==> src/rtl/fb_port_arbiter_pkg.sv <==
`default_nettype none
// ============================================================================
// Module      : fb_port_arbiter_pkg
// Description : Shared definitions for the framebuffer port-A arbiter:
//               arbiter state encoding and the RAM geometry that is also
//               used by dp_ram and the CPU.
// Revision    : 1.0 - initial release
// ============================================================================
package fb_port_arbiter_pkg;

    // Framebuffer RAM geometry, shared with dp_ram and cpu
    localparam int c_FB_ADDR_W = 17;
    localparam int c_FB_DATA_W = 32;

    // Arbiter FSM encoding: no owner, or a locked burst owned by master 0/1
    typedef logic [1:0] arb_state_t;
    localparam arb_state_t c_IDLE = 2'd0;
    localparam arb_state_t c_OWN0 = 2'd1;
    localparam arb_state_t c_OWN1 = 2'd2;

endpackage
`default_nettype wire

==> src/rtl/fb_port_arbiter_if.sv <==
`default_nettype none
// ============================================================================
// Module      : fb_port_arbiter_if
// Description : Master-side bus of the framebuffer port-A arbiter. Carries
//               both requesters' request/lock/address/data signals and the
//               returned grants, read-valids and shared read data.
// Revision    : 1.0 - initial release
// ============================================================================
interface fb_port_arbiter_if
    import fb_port_arbiter_pkg::*;
#(
    parameter int ADDR_W = c_FB_ADDR_W,
    parameter int DATA_W = c_FB_DATA_W
);
    logic              req0;
    logic              req1;
    logic              lock0;
    logic              lock1;
    logic              we0;
    logic              we1;
    logic [ADDR_W-1:0] addr0;
    logic [ADDR_W-1:0] addr1;
    logic [DATA_W-1:0] wdata0;
    logic [DATA_W-1:0] wdata1;
    logic              gnt0;
    logic              gnt1;
    logic              rvalid0;
    logic              rvalid1;
    logic [DATA_W-1:0] rdata;

    // Requester side
    modport master (
        output req0, req1, lock0, lock1, we0, we1,
        output addr0, addr1, wdata0, wdata1,
        input  gnt0, gnt1, rvalid0, rvalid1, rdata
    );

    // Arbiter side
    modport slave (
        input  req0, req1, lock0, lock1, we0, we1,
        input  addr0, addr1, wdata0, wdata1,
        output gnt0, gnt1, rvalid0, rvalid1, rdata
    );

endinterface
`default_nettype wire

==> src/rtl/fb_port_arbiter_rr_pick.sv <==
`default_nettype none
// ============================================================================
// Module      : fb_rr_pick
// Description : Combinational two-way round-robin picker. A lone requester
//               wins; on a tie the master that did not win last time wins.
// Revision    : 1.0 - initial release
// ============================================================================
module fb_rr_pick (
    input  wire logic req0,
    input  wire logic req1,
    input  wire logic last_winner,
    output logic      winner,
    output logic      any
);

    // Winner index is 0 when only req0 (or nobody) requests
    always_comb begin
        any = req0 | req1;
        if (req0 && req1) begin
            winner = ~last_winner;
        end else begin
            winner = req1;
        end
    end

endmodule
`default_nettype wire

==> src/rtl/fb_port_arbiter.sv <==
`default_nettype none
// ============================================================================
// Module      : fb_port_arbiter
// Description : Shares framebuffer dual-port RAM port A between the CPU
//               (master 0) and the vector/blitter engine (master 1).
//               Round-robin with optional locked bursts of up to MAX_BURST
//               grants; same-cycle grant, read data routed back one cycle
//               later with a per-master rvalid.
//               Optional macro FB_ARB_STATS_EN adds saturating grant/stall
//               counters per master.
// Revision    : 1.0 - initial release
// ============================================================================
module fb_port_arbiter
    import fb_port_arbiter_pkg::*;
#(
    parameter int ADDR_W    = c_FB_ADDR_W,
    parameter int DATA_W    = c_FB_DATA_W,
    parameter int MAX_BURST = 8
`ifdef FB_ARB_STATS_EN
    ,
    parameter int CNT_W     = 32
`endif
) (
    input  wire logic              clk,
    input  wire logic              reset,
    fb_port_arbiter_if.slave       bus,
    output logic [ADDR_W-1:0]      mem_addr,
    output logic [DATA_W-1:0]      mem_din,
    output logic                   mem_w,
    input  wire logic [DATA_W-1:0] mem_dout
`ifdef FB_ARB_STATS_EN
    ,
    output logic [CNT_W-1:0]       grant_cnt0,
    output logic [CNT_W-1:0]       grant_cnt1,
    output logic [CNT_W-1:0]       stall_cnt0,
    output logic [CNT_W-1:0]       stall_cnt1
`endif
);

    localparam int              c_BW         = $clog2(MAX_BURST + 1);
    localparam logic [c_BW-1:0] c_BURST_LAST = c_BW'(MAX_BURST);

    arb_state_t      r_state;
    logic            r_last_winner;
    logic [c_BW-1:0] r_burst_cnt;
    logic            r_rvalid0;
    logic            r_rvalid1;

    logic            w_pick_winner;
    logic            w_pick_any;
    logic            w_hold0;
    logic            w_hold1;
    logic            w_win;
    logic            w_any;
    logic            w_gnt0;
    logic            w_gnt1;
    logic            w_win_lock;
    logic [c_BW-1:0] w_cnt_inc;

    fb_rr_pick u_pick (
        .req0        (bus.req0),
        .req1        (bus.req1),
        .last_winner (r_last_winner),
        .winner      (w_pick_winner),
        .any         (w_pick_any)
    );

    // A still-requesting burst owner keeps the port; otherwise round-robin
    // decides, which also covers an owner that just dropped its request.
    // Nothing is granted while reset is held, so no write can slip through.
    always_comb begin
        w_hold0 = (r_state == c_OWN0) && bus.req0;
        w_hold1 = (r_state == c_OWN1) && bus.req1;
        if (w_hold0) begin
            w_win = 1'b0;
            w_any = 1'b1;
        end else if (w_hold1) begin
            w_win = 1'b1;
            w_any = 1'b1;
        end else begin
            w_win = w_pick_winner;
            w_any = w_pick_any;
        end
        w_any      = w_any & ~reset;
        w_gnt0     = w_any & ~w_win;
        w_gnt1     = w_any & w_win;
        w_win_lock = w_win ? bus.lock1 : bus.lock0;
        w_cnt_inc  = r_burst_cnt + 1'b1;
    end

    // Steer the granted master onto RAM port A; park at zero when idle
    always_comb begin
        mem_addr = '0;
        mem_din  = '0;
        mem_w    = 1'b0;
        if (w_gnt0) begin
            mem_addr = bus.addr0;
            mem_din  = bus.wdata0;
            mem_w    = bus.we0;
        end else if (w_gnt1) begin
            mem_addr = bus.addr1;
            mem_din  = bus.wdata1;
            mem_w    = bus.we1;
        end
    end

    assign bus.gnt0    = w_gnt0;
    assign bus.gnt1    = w_gnt1;
    assign bus.rvalid0 = r_rvalid0;
    assign bus.rvalid1 = r_rvalid1;
    assign bus.rdata   = mem_dout;

    // Ownership FSM, burst length tracking and read-valid pipeline
    always_ff @(posedge clk) begin
        if (reset) begin
            r_state       <= c_IDLE;
            r_last_winner <= 1'b1;
            r_burst_cnt   <= '0;
            r_rvalid0     <= 1'b0;
            r_rvalid1     <= 1'b0;
        end else begin
            r_rvalid0 <= w_gnt0 & ~bus.we0;
            r_rvalid1 <= w_gnt1 & ~bus.we1;
            if (w_any) begin
                r_last_winner <= w_win;
            end
            if (w_hold0 || w_hold1) begin
                if (!w_win_lock || (w_cnt_inc == c_BURST_LAST)) begin
                    r_state     <= c_IDLE;
                    r_burst_cnt <= '0;
                end else begin
                    r_burst_cnt <= w_cnt_inc;
                end
            end else if (w_any && w_win_lock && (MAX_BURST > 1)) begin
                r_state     <= w_win ? c_OWN1 : c_OWN0;
                r_burst_cnt <= c_BW'(1);
            end else begin
                r_state     <= c_IDLE;
                r_burst_cnt <= '0;
            end
        end
    end

`ifdef FB_ARB_STATS_EN
    logic [CNT_W-1:0] r_grant_cnt0;
    logic [CNT_W-1:0] r_grant_cnt1;
    logic [CNT_W-1:0] r_stall_cnt0;
    logic [CNT_W-1:0] r_stall_cnt1;

    // Saturating per-master grant and stall statistics
    always_ff @(posedge clk) begin
        if (reset) begin
            r_grant_cnt0 <= '0;
            r_grant_cnt1 <= '0;
            r_stall_cnt0 <= '0;
            r_stall_cnt1 <= '0;
        end else begin
            if (w_gnt0 && !(&r_grant_cnt0)) r_grant_cnt0 <= r_grant_cnt0 + 1'b1;
            if (w_gnt1 && !(&r_grant_cnt1)) r_grant_cnt1 <= r_grant_cnt1 + 1'b1;
            if (bus.req0 && !w_gnt0 && !(&r_stall_cnt0)) r_stall_cnt0 <= r_stall_cnt0 + 1'b1;
            if (bus.req1 && !w_gnt1 && !(&r_stall_cnt1)) r_stall_cnt1 <= r_stall_cnt1 + 1'b1;
        end
    end

    assign grant_cnt0 = r_grant_cnt0;
    assign grant_cnt1 = r_grant_cnt1;
    assign stall_cnt0 = r_stall_cnt0;
    assign stall_cnt1 = r_stall_cnt1;
`endif

endmodule
`default_nettype wire

==> src/flat_wrapper.sv <==
// flat-port wrapper written by rule: the top's interface ports become plain ports
module fb_port_arbiter_flat import fb_port_arbiter_pkg::*;
#(
    parameter int ADDR_W    = c_FB_ADDR_W,
    parameter int DATA_W    = c_FB_DATA_W,
    parameter int MAX_BURST = 8

)
  (clk, reset, mem_addr, mem_din, mem_w, mem_dout, bus_req0, bus_req1, bus_lock0, bus_lock1, bus_we0, bus_we1, bus_addr0, bus_addr1, bus_wdata0, bus_wdata1, bus_gnt0, bus_gnt1, bus_rvalid0, bus_rvalid1, bus_rdata);
  fb_port_arbiter_if #(.ADDR_W(ADDR_W), .DATA_W(DATA_W)) bus_i ();
  input  wire logic clk;
  input  wire logic reset;
  output logic [ADDR_W-1:0] mem_addr;
  output logic [DATA_W-1:0] mem_din;
  output logic mem_w;
  input  wire logic [DATA_W-1:0] mem_dout;
  input wire logic [$bits(bus_i.req0)-1:0] bus_req0;
  input wire logic [$bits(bus_i.req1)-1:0] bus_req1;
  input wire logic [$bits(bus_i.lock0)-1:0] bus_lock0;
  input wire logic [$bits(bus_i.lock1)-1:0] bus_lock1;
  input wire logic [$bits(bus_i.we0)-1:0] bus_we0;
  input wire logic [$bits(bus_i.we1)-1:0] bus_we1;
  input wire logic [$bits(bus_i.addr0)-1:0] bus_addr0;
  input wire logic [$bits(bus_i.addr1)-1:0] bus_addr1;
  input wire logic [$bits(bus_i.wdata0)-1:0] bus_wdata0;
  input wire logic [$bits(bus_i.wdata1)-1:0] bus_wdata1;
  output wire logic [$bits(bus_i.gnt0)-1:0] bus_gnt0;
  output wire logic [$bits(bus_i.gnt1)-1:0] bus_gnt1;
  output wire logic [$bits(bus_i.rvalid0)-1:0] bus_rvalid0;
  output wire logic [$bits(bus_i.rvalid1)-1:0] bus_rvalid1;
  output wire logic [$bits(bus_i.rdata)-1:0] bus_rdata;
  assign bus_i.req0 = bus_req0;
  assign bus_i.req1 = bus_req1;
  assign bus_i.lock0 = bus_lock0;
  assign bus_i.lock1 = bus_lock1;
  assign bus_i.we0 = bus_we0;
  assign bus_i.we1 = bus_we1;
  assign bus_i.addr0 = bus_addr0;
  assign bus_i.addr1 = bus_addr1;
  assign bus_i.wdata0 = bus_wdata0;
  assign bus_i.wdata1 = bus_wdata1;
  assign bus_gnt0 = bus_i.gnt0;
  assign bus_gnt1 = bus_i.gnt1;
  assign bus_rvalid0 = bus_i.rvalid0;
  assign bus_rvalid1 = bus_i.rvalid1;
  assign bus_rdata = bus_i.rdata;
  fb_port_arbiter #(.ADDR_W(ADDR_W), .DATA_W(DATA_W), .MAX_BURST(MAX_BURST)) u_core (.clk(clk), .reset(reset), .bus(bus_i), .mem_addr(mem_addr), .mem_din(mem_din), .mem_w(mem_w), .mem_dout(mem_dout));
endmodule
==> config.mk <==
export PLATFORM = sky130hd
export DESIGN_NAME = fb_port_arbiter_flat
export DESIGN_NICKNAME = d
export VERILOG_FILES = /design/src/rtl/fb_port_arbiter_pkg.sv /design/src/rtl/fb_port_arbiter_if.sv /design/src/rtl/fb_port_arbiter_rr_pick.sv /design/src/rtl/fb_port_arbiter.sv /design/src/flat_wrapper.sv
export SDC_FILE = /design/constraint.sdc
export NUM_CORES = 1
export LEC_CHECK = 0
export ABC_AREA = 1
export BUFFER_PORTS_ARGS = -buffer_cell sky130_fd_sc_hd__buf_2
export CORE_AREA = 5 5 84 86
export CTS_CLUSTER_DIAMETER = 100
export CTS_CLUSTER_SIZE = 12
export DETAILED_ROUTE_END_ITERATION = 8
export DIE_AREA = 0 0 89 91
export PLACE_DENSITY = 0.77
export SLEW_MARGIN = 5
export SYNTH_ARGS = -nofsm -noshare
export SYNTH_HDL_FRONTEND = slang
export SYNTH_SLANG_ARGS = --single-unit
export TNS_END_PERCENT = 30
==> constraint.sdc <==
create_clock -name clk -period 1.71 [get_ports clk]
set_clock_uncertainty 0.1 [all_clocks]
set_input_delay 0.2565 -clock clk [delete_from_list [all_inputs] [get_ports clk]]
set_output_delay 0.2565 -clock clk [all_outputs]
set_load 0.1 [all_outputs]
# After elaboration in Yosys (flattened, before gate mapping)
# Cells that the tools add are included.
word_totals:
  register_bits: 9
  latch_bits: 0
  mem_bits_rw: 0
  mem_bits_ro: 0
  in_bits: 138
  output_inout_bits: 86
  wordCells: 47
  mem_count: 0
classes:
  addsub: 1
  mul: 0
  n_div: 0
  magnitude_cmp: 0
  n_eq_ne: 4
  shift: 0
  n_mux: 19
  n_bitwise: 11
  reduce_logical: 7
op_table:
  columns: ["operator", "n"]
  rows:
  - ["2-to-1 mux 32 bit", 2]
  - ["2-to-1 mux 17 bit", 2]
  - ["2-to-1 mux 1 bit", 9]
  - ["2-to-1 mux 2 bit", 4]
  - ["2-to-1 mux 4 bit", 2]
  - ["AND 1 bit", 5]
  - ["inverter 1 bit", 5]
  - ["adder 4 x 1 -> 4 bit (second input constant)", 1]
  - ["== test 4 bit (second input constant)", 1]
  - ["logical AND 1 bit", 4]
  - ["== test 2 x 1 -> 1 bit (second input constant)", 1]
  - ["== test 2 bit (second input constant)", 1]
  - ["logical OR 1 bit", 2]
  - ["!= test 2 bit (second input constant)", 1]
  - ["zero test 1 bit", 1]
  - ["bitwise OR 1 bit", 1]

# Depth between registers and ports, before layout
# Gate-level depths: netlist of the first run.
logic_depth:
  word_depth: 9
  ltp_mapped: 10
  depth_no_buf: 9

# By module
# A second synthesis of the first run with hierarchy kept.
unflattened:
  cells_unflattened: 253
  area_unflattened_um2: 1473.9
modules_own_cells:
  columns: ["module", "n_inst", "cells_per_inst", "area_per_inst_um2", "seq_area_each_um2"]
  rows:
  - ["fb_port_arbiter", 1, 250, 1458.9, 180.2]
  - ["fb_rr_pick", 1, 3, 15.0, 0.0]

# Least setup slack after synthesis of the first run
# Ideal clock, no wire load.
synth_path:
  kind: "register -> output"
  from: "register u_core.r_state[0]"
  to: "output port mem_din[22]"
  arrival_time_ps: 1841
  required_time_ps: 1354
  setup_slack_ps: -487
  stages_incl_launch_ff: 10
  n_path_buf: 1
  path_cell_list: "dfxtp_1 -> inv_1 -> nor2_2 -> nand2_2 -> nand2_4 -> nand2_2 -> inv_2 -> buf_4 -> nand2_1 -> nand2_1"
synth_via:
  elab_cells_between_ends: 14
  cone_classes: "eq/ne: 2; mux: 6; bitwise: 4; reduce/logical: 2"
synth_lines:
  columns: ["item", "line", "text"]
  rows:
  - ["from (decl)", "fb_port_arbiter.sv:43", "arb_state_t r_state;"]
  - ["from (signal assigned)", "fb_port_arbiter.sv:116", "r_state <= c_IDLE;"]
  - ["from (signal assigned)", "fb_port_arbiter.sv:129", "r_state <= c_IDLE;"]
  - ["from (signal assigned)", "fb_port_arbiter.sv:135", "r_state <= w_win ? c_OWN1 : c_OWN0;"]
  - ["== test 2 bit", "fb_port_arbiter.sv:73", "w_hold1 = (r_state == c_OWN1) && bus.req1;"]
  - ["logical AND 1 bit", "fb_port_arbiter.sv:73", null]
  - ["2-to-1 mux 1 bit", "fb_port_arbiter.sv:77", "end else if (w_hold1) begin"]
  - ["2-to-1 mux 1 bit", "fb_port_arbiter.sv:74", "if (w_hold0) begin"]
  - ["AND 1 bit or inverter 1 bit (tied branches)", "fb_port_arbiter.sv:84, fb_port_arbiter.sv:85", null]
  - ["AND 1 bit (*)", "fb_port_arbiter.sv:85", "w_gnt0 = w_any & ~w_win;"]
  - ["via bus_gnt0", "flat_wrapper.sv:27", "output wire logic [$bits(bus_i.gnt0)-1:0] bus_gnt0;"]
  - ["2-to-1 mux 32 bit (*)", "fb_port_arbiter.sv:96", "if (w_gnt0) begin"]
  - ["to (decl)", "flat_wrapper.sv:14", "output logic [DATA_W-1:0] mem_din;"]
# The timed path passes the listed nets; every way through them passes the cells marked *.

# Final worst setup path of the first run
layout_path:
  from: "register u_core.r_state[0]"
  to: "output port mem_addr[13]"
layout_via:
  elab_chain_cells: 8
  elab_cells_between_ends: 14
  cone_classes: "eq/ne: 2; mux: 6; bitwise: 4; reduce/logical: 2"
layout_rtl:
  columns: ["item", "line", "text"]
  rows:
  - ["== test 2 bit", "fb_port_arbiter.sv:73", null]
  - ["logical AND 1 bit", "fb_port_arbiter.sv:73", null]
  - ["2-to-1 mux 1 bit", "fb_port_arbiter.sv:77", null]
  - ["2-to-1 mux 1 bit", "fb_port_arbiter.sv:74", null]
  - ["AND 1 bit", "fb_port_arbiter.sv:84", "w_any = w_any & ~reset;"]
  - ["AND 1 bit", "fb_port_arbiter.sv:86", "w_gnt1 = w_any & w_win;"]
  - ["2-to-1 mux 17 bit", "fb_port_arbiter.sv:100", "end else if (w_gnt1) begin"]
  - ["2-to-1 mux 17 bit (*)", "fb_port_arbiter.sv:96", null]
  - ["to (decl)", "flat_wrapper.sv:13", "output logic [ADDR_W-1:0] mem_addr;"]
# Every way passes the cells marked *; elsewhere a longest branch is shown, timed or not.

==> metrics.sh, run 1 <==
REQUIRED_ARRIVAL_TIME_AT_THE_WORST_ENDPOINT_NS=1.35
CTS-BUFFERS-INSERTED=3
TIMING.CRITICAL_PATH.FROM_TYPE='flop'
CLOCK_BUFFER_DEPTH=2
DP_CELLS=457
SYNTH.CELL_AREA_SQ_UM=1380
FINAL-INSTANCE-COUNT-EXCL-FILL=477
DETAIL_ROUTE.FIRST_PASS.ITERATIONS=4
PERIOD_MINUS_SLACK_NS=1.98
FINAL_TOTAL_PWR_mW=2.25
GLOBAL_ROUTE.OVERFLOW_TOTAL=0
LAYOUT_OVERHEAD_ON_THE_SYNTHESIZED_AREA_PCT=164
HOLD_PATH.CLASS='primary input to flop'
FLOORPLAN.DIE_AREA_SQ_UM=8100
TIGHTESTPINTRANSITION_NS=0.501
PATH_CLASS='flop to output port'
FAILING_CHECKS='setup timing'
SETUP_TOTAL_NEGATIVE_SLACK_NS=-11.97
FIRST_PASS_GRT_WIRE_LENGTH_MICRONS=10100
ANTENNA_FOUND_INITIAL=0
FINAL_CELL_AREA_SQ_UM=3630
PRE_CTS_WS_NS=-0.0851
POST_SYNTH_INST_COUNT=251
SYNTHESIS.NETS=390
YOSYS_WARNINGS=0
DRC_ERRORS=0
CLKTRANSATPATHREGS_NS=0.05
RSZ_0062_RAISED_AFTER_GLOBAL_ROUTING='yes'
OUTCOME='complete, but fails checks'
SYN_AVG_CELL_AREA_SQ_UM=5.49
R2R_CELLS=7
ANT_NETS=0
WORSTREG2REGSTART='u_core.r_state[0]'
POST-ROUTE-PERIOD-UTIL_PCT=116
DETAIL_ROUTE.ITER0.VIOLATIONS=59
CTS_NUM_SINKS=9
WHS_NS=0.110
DP_HPWL_MICRONS=5330
SETUP_VIOL=52
FF2FF_SETUP_SLACK_NS=0.28
CTS_HOLD_BUFFERS=0
TRITONCTS='built'
PLACEMENT_ROWS=29
PORTBUFFERS=159
ROUTABILITYCONGESTION=0.860
TIMING.CRITICAL_PATH.TO_TYPE='output port'
CHIP_HEIGHT_MICRONS=91
POST_LAYOUT_UTIL_PCT=58.6
PLACED_CELL_AREAS_SQ_UM=3120
HOLD_PATH_STARTPOINT='bus_we1'
GRT.TOTAL_USAGE_PCT=15.7
INITIAL_CELL_DENSITY_OF_THE_CORE_PCT=22.2
FINAL_HOLD_VIOS=0
WL_MICRONS=7310
CORE_REGION_AREA_SQ_UM=6200
ROUTE.VIAS.TOTAL=2114
SYNTH.DISTINCT_CELLS=21
MIN_DELAY_PATH_DEPTH=2
CLOCK_LATENCY_ON_THE_WORST_SKEW_PAIR_NS=0.23
STATIC-LEAKAGE-POWER_nW=1.82
BOUNDARY_PINS=224
VDD_DROP_MAX_V=0.000355
MIN_DELAY_WORST_ENDPOINT='u_core.bus.rvalid1'
WL_PER_CELL_MICRONS=15.3
DIE_W_MICRONS=89
VIA_COUNT_OF_THE_FIRST_GLOBAL_ROUTING_PASS=2067
CTSHTREEMAXLEVEL=1
MAX_CLOCK_FREQ_MHz=505
SLEW_HEADROOM_PCT=66.8
CRIT_FANOUT=7
CAP_VIOLATIONS=0
FINAL_LAYOUT_SIZE_SUFFIX_GT1_SHARE_PCT=73.3
POWER-PER-CELL-AREA_nW_PER_UM2=619
FINAL_NET_COUNT=540
GRT_START_MAX_NET_PINS=24
SYNTH.FF_LATCH_COUNT=9
TIMING.CRITICAL_PATH.ARRIVAL_NS=1.62
TOTAL_INSERTED_ANTENNA_CELLS=0
CLOCK-ROOT-BUFFER='clkbuf_8'
YOSYSSEQAREASHARE_PCT=13.1
DETAIL_ROUTE.VIAS_PER_CELL=4.43
MAXSLEWVIOLCOUNT=0
SETUP_WS_NS=-0.269
FILLERS=515
RR_ENDPOINT='u_core.r_burst_cnt[2]'
==> synthesized netlist by cell type <==
library cell  instances  area share (%)
nand3b_1              2             1.1
buf_4                37              20
xnor2_1               1            0.64
a21oi_1               3             1.1
nand4_1               3             1.4
nor2_2                2            0.91
nor3_1                1            0.36
nand2_1             152              41
nand3_1               5             1.8
nand2_2              13             5.9
ha_1                  1            0.91
nand2_4               2             1.6
buf_8                 1             1.1
nor2_1                6             1.6
inv_1                 5             1.4
dfxtp_1               9              13
nand3_2               1            0.73
buf_6                 4             3.3
inv_2                 1            0.27
inv_4                 1            0.45
inv_8                 1            0.82
==> flip-flops by register name, indices dropped and copies added, names as in the netlist <==
| register | flops |
|---|---|
| u_core.bus.rvalid0 | 1 |
| u_core.bus.rvalid1 | 1 |
| u_core.r_state | 2 |
| u_core.r_burst_cnt | 4 |
| u_core.r_last_winner | 1 |
==> routing by layer <==
layer / share of wire (%) / GRT usage (%) / vias up
met5: 0 / 0 / -
met4: 1.8 / 4.59 / 0
met3: 9.8 / 4.07 / 22
met2: 59 / 32.1 / 121
met1: 29 / 14.5 / 945
li1: - / - / 1026
==> worst max-delay path, cell delays in order (launching register included) <==
cell	delay (ns)
dfxtp_2	0.32
inv_2	0.06
nand3_2	0.08
nand2_2	0.11
nand2_4	0.08
inv_4	0.08
nand2_8	0.10
inv_12	0.12
clkbuf_16	0.15
nand2_1	0.06
nand2_2	0.08
buf_12	0.17
==> cell usage in the layout, fill, tap and decap left out, types with 4 or more instances in the layout <==
master,netlist,routed
nor2_1,6,6
clkbuf_16,0,4
nand3_1,5,5
buf_2,0,107
nand2_4,2,21
buf_12,0,56
dfxtp_1,9,6
nand2_8,0,13
nand2_2,13,59
buf_4,37,13
nand2_1,152,74
inv_1,5,4
==> worst max path at each step <==
stage | startpoint | endpoint | slack [ns] | cells after the start
after floorplan | u_core.r_state[0] | mem_din[22] | -0.04 | 9
after global placement | bus_req0 | mem_din[3] | -0.03 | 12
after detailed placement | u_core.r_state[0] | mem_din[27] | -0.09 | 10
after CTS | u_core.r_state[0] | mem_din[3] | -0.25 | 11
after global routing | u_core.r_state[0] | mem_din[8] | -0.38 | 11
final | u_core.r_state[0] | mem_addr[13] | -0.27 | 11
==> cells by family (layout without fill, tap and decap cells) <==
| group | Yosys count | in the layout | share of synthesized area, % |
|---|---|---|---|
| AOI/OAI and AO/OA | 3 | 3 | 1.09 |
| xor gates and xnor gates | 1 | 1 | 0.636 |
| adders and majority gates | 1 | 1 | 0.908 |
| buffers and inverters | 50 | 199 | 27.4 |
| DFF | 9 | 9 | 13.1 |
| and+or+nand+nor | 187 | 187 | 56.9 |
==> cell type report <==
type	count	area (sq um)	area share [%]
Timing Repair Buffer	185	1940	53.5
Multi-Input combinational cell	192	1290	35.5
Sequential cell	9	184	5.06
Tap cell	77	96.3	2.65
Inverter	8	57.6	1.58
Clock buffer	4	45.0	1.24
Timing Repair inverter	2	20.0	0.551
==> power breakdown <==
| group | total (mW) | internal (mW) | leakage, nW | switching [mW] |
|---|---|---|---|---|
| registers | 0.225 | 0.219 | 0.0742 | 0.00588 |
| logic | 1.78 | 0.660 | 1.72 | 1.12 |
| clock network | 0.242 | 0.162 | 0.0228 | 0.0796 |
==> what timing repair did <==
action / 4_1_cts / 5_1_grt
cloned: 4 / 4
resized for setup: 49 / 17
pin swaps: 1 / 9
endpoints found under the setup margin: 52 / 52
buffers inserted: 6 / 2
endpoints found under the hold margin: 0 / 0
(Power assumes the default switching activity.)
==> run 2, diff against run 1 <==
--- a/config.mk
+++ b/config.mk
@@ -6,13 +6,13 @@
 export NUM_CORES = 1
 export LEC_CHECK = 0
 export ABC_AREA = 1
-export BUFFER_PORTS_ARGS = -buffer_cell sky130_fd_sc_hd__buf_2
-export CORE_AREA = 5 5 84 86
+export CORE_AREA = 5 5 83 85
 export CTS_CLUSTER_DIAMETER = 100
 export CTS_CLUSTER_SIZE = 12
 export DETAILED_ROUTE_END_ITERATION = 8
-export DIE_AREA = 0 0 89 91
-export PLACE_DENSITY = 0.77
+export DIE_AREA = 0 0 88 90
+export DONT_BUFFER_PORTS = 1
+export PLACE_DENSITY = 0.46
 export SLEW_MARGIN = 5
 export SYNTH_ARGS = -nofsm -noshare
 export SYNTH_HDL_FRONTEND = slang
==> run 2 against run 1 <==
Compared with the run above:
- the flow still finishes with violations (setup timing)
- cell count down 26%
- register-to-register slack better by 0.03 ns
- non-clock buffer count decreased by 124
- cell area fell by 25%
- worst hold slack got worse by 0.094 ns
- sequential share of layout area is 1.6 points higher
- wire length down 18%
- setup slack improved by 0.025 ns
- critical path type unchanged
==> metrics.sh, run 2 (synthesis gave the netlist of run 1 again) <==
OUTCOME='complete, but fails checks'
FAILING_CHECKS='setup timing'
WL_PER_CELL_MICRONS=17.0
CELL_INTERNAL_PWR_mW=0.847
CHIP_HEIGHT_MICRONS=90
RSZ_0062_RAISED_AFTER_GLOBAL_ROUTING='yes'
ANTENNA_FOUND_INITIAL=0
ROUTE.VIAS.TOTAL=1617
SWITCHING_SHARE_OF_POWER_PCT=56.9
CAP_VIOLATIONS=0
ROUTABILITYCONGESTION=0.773
CRITICAL_PATH.SLOWEST_CELL='dfxtp_2'
WORSTPATHCELLLIST='inv_2 -> nand3_2 -> nand2_2 -> nand2_4 -> inv_4 -> nand2_4 -> clkinv_8 -> clkbuf_16 -> nand2_1 -> nand2_2 -> buf_12'
CLOCK-ROOT-BUFFER='clkbuf_8'
TOP_LIBRARY_CELLS_BY_USAGE_IN_THE_LAYOUT_FILL_AND_TAPS_ASIDE='nand2_1 (82), nand2_2 (57), buf_12 (42)'
CLOCK_BUFFER_DEPTH=2
PLACED_CELL_AREAS_SQ_UM=2260
COMBPWRFRAC_PCT=75.7
PATH_CLASS='flop to output port'
CLOCK_LATENCY_ON_THE_WORST_SKEW_PAIR_NS=0.24
CTS-BUFFERS-INSERTED=3
LAYOUT_COMMONEST_CELL='nand2_1'
MAX_CLOCK_FREQ_MHz=512
STATIC-LEAKAGE-POWER_nW=1.25
ANT_NETS=0
DETAIL_ROUTE.ITER0.VIOLATIONS=21
PLACEMENT_ROWS=29
PERIOD_MINUS_SLACK_NS=1.95
CTSHTREEMAXLEVEL=1
LAYOUT_OVERHEAD_ON_THE_SYNTHESIZED_AREA_PCT=98.4
TIMING.CRITICAL_PATH.ARRIVAL_NS=1.60
TRITONCTS='built'
VIA_COUNT_OF_THE_FIRST_GLOBAL_ROUTING_PASS=1695
HOLD_PATH.CLASS='primary input to flop'
CLKTRANSATPATHREGS_NS=0.05
FIRST_PASS_GRT_WIRE_LENGTH_MICRONS=8090
GRT_START_MAX_NET_PINS=31
INITIAL_CELL_DENSITY_OF_THE_CORE_PCT=22.5
TIGHTESTPINTRANSITION_NS=0.354
FINAL_NET_COUNT=414
CTS_NUM_SINKS=9
VDD_DROP_MAX_V=0.000525
DETAIL_ROUTE.VIAS_PER_CELL=4.61
CRIT_BUF_INV=5
MAX_FFS_PER_REGISTER=4
LARGESTREGISTERS='u_core.r_burst_cnt x4, u_core.r_state x2'
MAXSLEWVIOLCOUNT=0
BOUNDARY_PINS=224
GLOBAL_ROUTE.OVERFLOW_TOTAL=0
NETSW_mW=1.12
FLOORPLAN.DIE_AREA_SQ_UM=7920
TIMING.CRITICAL_PATH.FROM_TYPE='flop'
SLEW_HEADROOM_PCT=76.2
GRT.TOTAL_USAGE_PCT=12.6
WL_MICRONS=5960
DIE_W_MICRONS=88
CRITICAL_PATH.MAX_STAGE_DELAY_NS=0.32
DP_HPWL_MICRONS=4460
POWER-PER-CELL-AREA_nW_PER_UM2=718
REQUIRED_ARRIVAL_TIME_AT_THE_WORST_ENDPOINT_NS=1.35
FINAL_TOTAL_PWR_mW=1.96
TIMING.CRITICAL_PATH.TO_TYPE='output port'
CORE_REGION_AREA_SQ_UM=6130
REGISTERS.TOP_BY_FF_COUNT='u_core.r_burst_cnt'
CRIT_FANOUT=7
DRC_ERRORS=0
SHARE_SEQ_OF_TOTAL_POWER_PCT=11.4
DETAIL_ROUTE.FIRST_PASS.ITERATIONS=4
SETUP_VIOL=52
CLKPWRFRAC_PCT=12.9
CELL_CLASS_CONTRIBUTING_THE_BIGGEST_SHARE_OF_WORST_PATH_DELAY='buffers and inverters'
POST-ROUTE-PERIOD-UTIL_PCT=114
PORTBUFFERS=0
FINAL_CELL_AREA_SQ_UM=2730
TOTAL_INSERTED_ANTENNA_CELLS=0
SETUP_WS_NS=-0.244
FINAL_LAYOUT_SIZE_SUFFIX_GT1_SHARE_PCT=56.9
FINAL_HOLD_VIOS=0
## run 2: cell types whose count changed in the layout (fill, tap and decap cells not counted), sizes merged
cell	delta
buf	-127
dlygate4sd3	+2
inv	-2
clkbuf	+1
## run 2: path summary, 6_finish.rpt
| kind | cells past startpoint | slack, ns | to | from |
|---|---|---|---|---|
| max | 11 | -0.24 | mem_din[8] | u_core.r_state[0] |
| min | 2 | 0.02 | u_core.r_last_winner | reset |
| max reg2reg | 8 | 0.31 | u_core.r_burst_cnt[0] | u_core.r_state[0] |
| min reg2reg | 2 | 0.37 | u_core.r_last_winner | u_core.r_last_winner |
## run 2: layer usage
| layer | vias to the layer above | part of all wire [%] | global-route usage, % |
|---|---|---|---|
| met5 | - | 0 | 0 |
| met2 | 99 | 54 | 24.2 |
| li1 | 776 | - | - |
| met1 | 721 | 32 | 12.2 |
| met3 | 21 | 12 | 3.56 |
| met4 | 0 | 2.2 | 4.48 |
## run 2: power groups by stage
| stage | Clock, mW | Sequential, mW | Combinational (mW) |
|---|---|---|---|
| final | 0.253 | 0.224 | 1.49 |
| after global placement | 0 | 0.226 | 1.35 |
| after detailed placement | 0 | 0.227 | 1.36 |
| after global routing | 0.265 | 0.225 | 1.54 |
| after floorplan | 0 | 0.241 | 1.33 |
| after CTS | 0.258 | 0.224 | 1.41 |
## run 2: final cells by class
cell class	count	area [sq um]
Sequential cell	9	183
Clock buffer	4	45.0
Tap cell	77	96.3
Fill cell	613	3400
Inverter	8	52.6
Timing Repair Buffer	61	1100
Multi-Input combinational cell	192	1260
## run 2: worst register-to-register path, cell delays in order (launching register included)
cell and delay [ns]:
dfxtp_2 0.32, inv_2 0.07, nor2_2 0.04, nand2_2 0.08, buf_4 0.12, nand2_1 0.07, nor3_1 0.29, inv_1 0.08
a21oi_1 0.16
## run 2: timing repair
item                       CTS  global route
resized for setup           16            41
hold buffers                 2             0
buffers inserted             1             3
hold endpoints to repair     2             0
cloned                       1             5
setup endpoints to repair   52            52
pin swaps                   15            20
## run 2: metrics by stage
stage | hold WS (ns) | worst slack [ns] | utilization (%) | setup TNS (ns) | std cells
4_1_cts | 0.0155 | -0.246 | 39.8 | -11.42 | 343
5_1_grt | 0.0256 | -0.313 | 44.6 | -14.80 | 351
3_5_place_dp | 0.232 | -0.0391 | 36.9 | -0.189 | 335
6_report | 0.0160 | -0.244 | 44.6 | -11.12 | 351
2_1_floorplan | 0.229 | -0.0352 | - | -1.15 | 251
3_3_place_gp | 0.228 | 0.00821 | 36.9 | 0 | 335
==> run 3, diff against run 2 <==
--- a/config.mk
+++ b/config.mk
@@ -5,14 +5,13 @@
 export SDC_FILE = /design/constraint.sdc
 export NUM_CORES = 1
 export LEC_CHECK = 0
-export ABC_AREA = 1
-export CORE_AREA = 5 5 83 85
+export CORE_AREA = 5 5 84 86
 export CTS_CLUSTER_DIAMETER = 100
 export CTS_CLUSTER_SIZE = 12
 export DETAILED_ROUTE_END_ITERATION = 8
-export DIE_AREA = 0 0 88 90
+export DIE_AREA = 0 0 89 91
 export DONT_BUFFER_PORTS = 1
-export PLACE_DENSITY = 0.46
+export PLACE_DENSITY = 0.42
 export SLEW_MARGIN = 5
 export SYNTH_ARGS = -nofsm -noshare
 export SYNTH_HDL_FRONTEND = slang
==> run 3 against run 2 <==
Compared with the run above:
- the flow still finishes with violations (setup timing)
- critical path depth is 4 lower
- die area is 2.3% higher
- wire length is 8.4% higher
- synthesized cell count is 44% lower
- global-route usage is 2.0 points higher
- sequential power hardly changed
- critical path type unchanged
- largest cell class unchanged
==> metrics.sh, run 3 <==
OUTCOME='complete, but fails checks'
FAILING_CHECKS='setup timing'
SETUP_WS_NS=-0.387
POST_SYNTH_MAIN_AREA_CONTRIBUTORS='a22o_1 (37%), buf_4 (20%), dfxtp_1 (15%)'
POST_SYNTH_INST_COUNT=141
MAX_FFS_PER_REGISTER=4
DIE_W_MICRONS=89
MULTI_INPUT_AREA_SQ_UM=1200
GRT_START_MAX_NET_PINS=20
DRC_ERRORS=0
DETAIL_ROUTE.FIRST_PASS.ITERATIONS=4
SYNTH-EDFF-COUNT=0
WL_MICRONS=6460
ROUTE.VIAS.TOTAL=1182
FILLERS=596
SYNTHESIS.NETS=280
FLOORPLAN.DIE_AREA_SQ_UM=8100
POST-ROUTE-PERIOD-UTIL_PCT=123
HOLD_PATH.CLASS='primary input to flop'
CTS-BUFFERS-INSERTED=3
SYNTH_MOST_COMMON_CELL='a22o_1'
ANT_NETS=0
DETAIL_ROUTE.ITER0.VIOLATIONS=36
SYN_AVG_CELL_AREA_SQ_UM=8.49
CTSHTREEMAXLEVEL=1
DETAIL_ROUTE.VIAS_PER_CELL=5.52
BOUNDARY_PINS=224
TIMING.CRITICAL_PATH.ARRIVAL_NS=1.74
FINAL_CELL_AREA_SQ_UM=2000
SETUP_VIOL=52
DP_CELLS=193
REGISTERS.TOP_BY_FF_COUNT='u_core.r_burst_cnt'
FINAL_LAYOUT_SIZE_SUFFIX_GT1_SHARE_PCT=74.5
PORTBUFFERS=0
TRITONCTS='built'
PERIOD_MINUS_SLACK_NS=2.10
LAYOUT_COMMONEST_CELL='a22o_4'
CRITICAL_PATH.MAX_STAGE_DELAY_NS=0.36
PLACEMENT_ROWS=29
CLOCK_LATENCY_ON_THE_WORST_SKEW_PAIR_NS=0.23
CRIT_BUF_INV=3
WHS_NS=0.0372
MAX_CLOCK_FREQ_MHz=477
REQUIRED_ARRIVAL_TIME_AT_THE_WORST_ENDPOINT_NS=1.35
TIMING.CRITICAL_PATH.FROM_TYPE='flop'
CLOCK-ROOT-BUFFER='clkbuf_8'
CRITICAL_PATH.SLOWEST_CELL='dfxtp_4'
TOP_LIBRARY_CELLS_BY_USAGE_IN_THE_LAYOUT_FILL_AND_TAPS_ASIDE='a22o_4 (50), buf_4 (17), buf_12 (8)'
GRT.TOTAL_USAGE_PCT=14.5
MAXSLEWVIOLCOUNT=0
CRIT_FANOUT=8
FINAL_HOLD_VIOS=0
NETLIST.AREA_LEADER.SHARE_PCT=36.6
CHIP_HEIGHT_MICRONS=91
FINAL-SEQ-AREA_SQ_UM=189
ANTENNA_FOUND_INITIAL=0
CELL_CLASS_CONTRIBUTING_THE_BIGGEST_SHARE_OF_WORST_PATH_DELAY='compound AO/OA/AOI/OAI gates'
SYNTH_TOP_CELL_BY_AREA='a22o_1'
TOTAL_INSERTED_ANTENNA_CELLS=0
VIA_COUNT_OF_THE_FIRST_GLOBAL_ROUTING_PASS=1214
YOSYS_WARNINGS=0
CLOCK_BUFFER_DEPTH=2
SYNTH.CELL_AREA_SQ_UM=1200
PATH_CLASS='flop to output port'
CORE_REGION_AREA_SQ_UM=6200
VDD_DROP_MAX_V=0.000328
CTS_NUM_SINKS=9
DP_HPWL_MICRONS=5420
CLKTRANSATPATHREGS_NS=0.05
TIGHTESTPINTRANSITION_NS=0.312
LARGESTREGISTERS='u_core.r_burst_cnt x4, u_core.r_state x2'
SHARE_OF_FLIP_FLOPS_WITH_AN_ASYNCHRONOUS_SET_OR_RESET_PCT=0
SYNTH_COMMON_CELLS='a22o_1 (50), buf_4 (32), buf_2 (10)'
TIMING.CRITICAL_PATH.TO_TYPE='output port'
POWER-PER-CELL-AREA_nW_PER_UM2=795
FIRST_PASS_GRT_WIRE_LENGTH_MICRONS=8710
GLOBAL_ROUTE.OVERFLOW_TOTAL=0
FINAL-INSTANCE-COUNT-EXCL-FILL=214
STATIC-LEAKAGE-POWER_nW=0.863
CAP_VIOLATIONS=0
RSZ_0062_RAISED_AFTER_GLOBAL_ROUTING='yes'
INITIAL_CELL_DENSITY_OF_THE_CORE_PCT=19.3
YOSYSSEQAREASHARE_PCT=15.0
SYNTH.DISTINCT_CELLS=34
YS.FLOP_TYPE='dfxtp_1'
SLEW_HEADROOM_PCT=79.3
ROUTABILITYCONGESTION=0.794
FINAL_NET_COUNT=277
LAYOUT_OVERHEAD_ON_THE_SYNTHESIZED_AREA_PCT=66.7
WORSTPATHCELLLIST='a21boi_4 -> o21ai_2 -> nor3b_4 -> buf_4 -> clkbuf_16 -> a22o_4 -> buf_12'
SYNTH.FF_LATCH_COUNT=9
WL_PER_CELL_MICRONS=30.2
PLACED_CELL_AREAS_SQ_UM=1680
==> run 3: worst paths after layout <==
kind	startpoint	to	slack (ns)	cells after the start
hold / removal	reset	u_core.r_last_winner	0.04	1
hold reg to reg	u_core.r_burst_cnt[2]	u_core.r_burst_cnt[2]	0.47	2
setup / recovery	u_core.r_state[0]	mem_addr[16]	-0.39	7
setup reg to reg	u_core.r_state[0]	u_core.r_state[0]	0.06	7
==> run 3: metal layers <==
metal / part of all wire, % / up-vias / GRT usage, %
li1: - / 513 / -
met5: 0 / - / 0
met3: 9.6 / 10 / 6.61
met2: 55 / 92 / 25.2
met4: 0.67 / 0 / 2.23
met1: 35 / 567 / 16.5
==> run 3: stage by stage <==
stage | worst slack (ns) | util [%] | power (mW) | TNS (ns)
5_1_grt | -0.457 | 32.2 | 1.64 | -22.70
3_5_place_dp | -0.206 | 27.1 | 1.27 | -7.21
2_1_floorplan | -0.147 | - | 1.53 | -7.23
4_1_cts | -0.404 | 29.7 | 1.56 | -19.87
6_report | -0.387 | 32.2 | 1.59 | -18.08
3_3_place_gp | -0.152 | 27.1 | 1.27 | -5.42
==> run 3: power breakdown <==
part | leakage [nW] | internal (mW) | switching (mW)
Sequential | 0.0747 | 0.217 | 0.00851
Clock | 0.0228 | 0.163 | 0.0856
Combinational | 0.765 | 0.295 | 0.818
==> run 3: kinds of logic after synthesis <==
family | after synthesis | share of synthesized area (%)
xor+xnor | 2 | 1.46
fa+ha+maj | 1 | 1.04
buf+inv | 45 | 25.2
mux | 1 | 0.836
simple gates | 21 | 10.9
compound gates | 62 | 45.6
flops | 9 | 15.0
==> run 3: area by class of cell <==
cell class | count | area share (%)
clock buffers | 4 | 2.26
inverters | 2 | 0.376
multi-input cells | 87 | 60.4
flip-flops and latches | 9 | 9.47
well taps | 77 | 4.83
repair buffers | 35 | 22.7
==> run 3: timing repair <==
action,CTS,global route
endpoints found under the setup margin,52,56
gates resized for setup,6,7
endpoints found under the hold margin,5,1
setup buffers,3,6
pin swaps,3,9
gates cloned,1,3
hold buffers,3,1
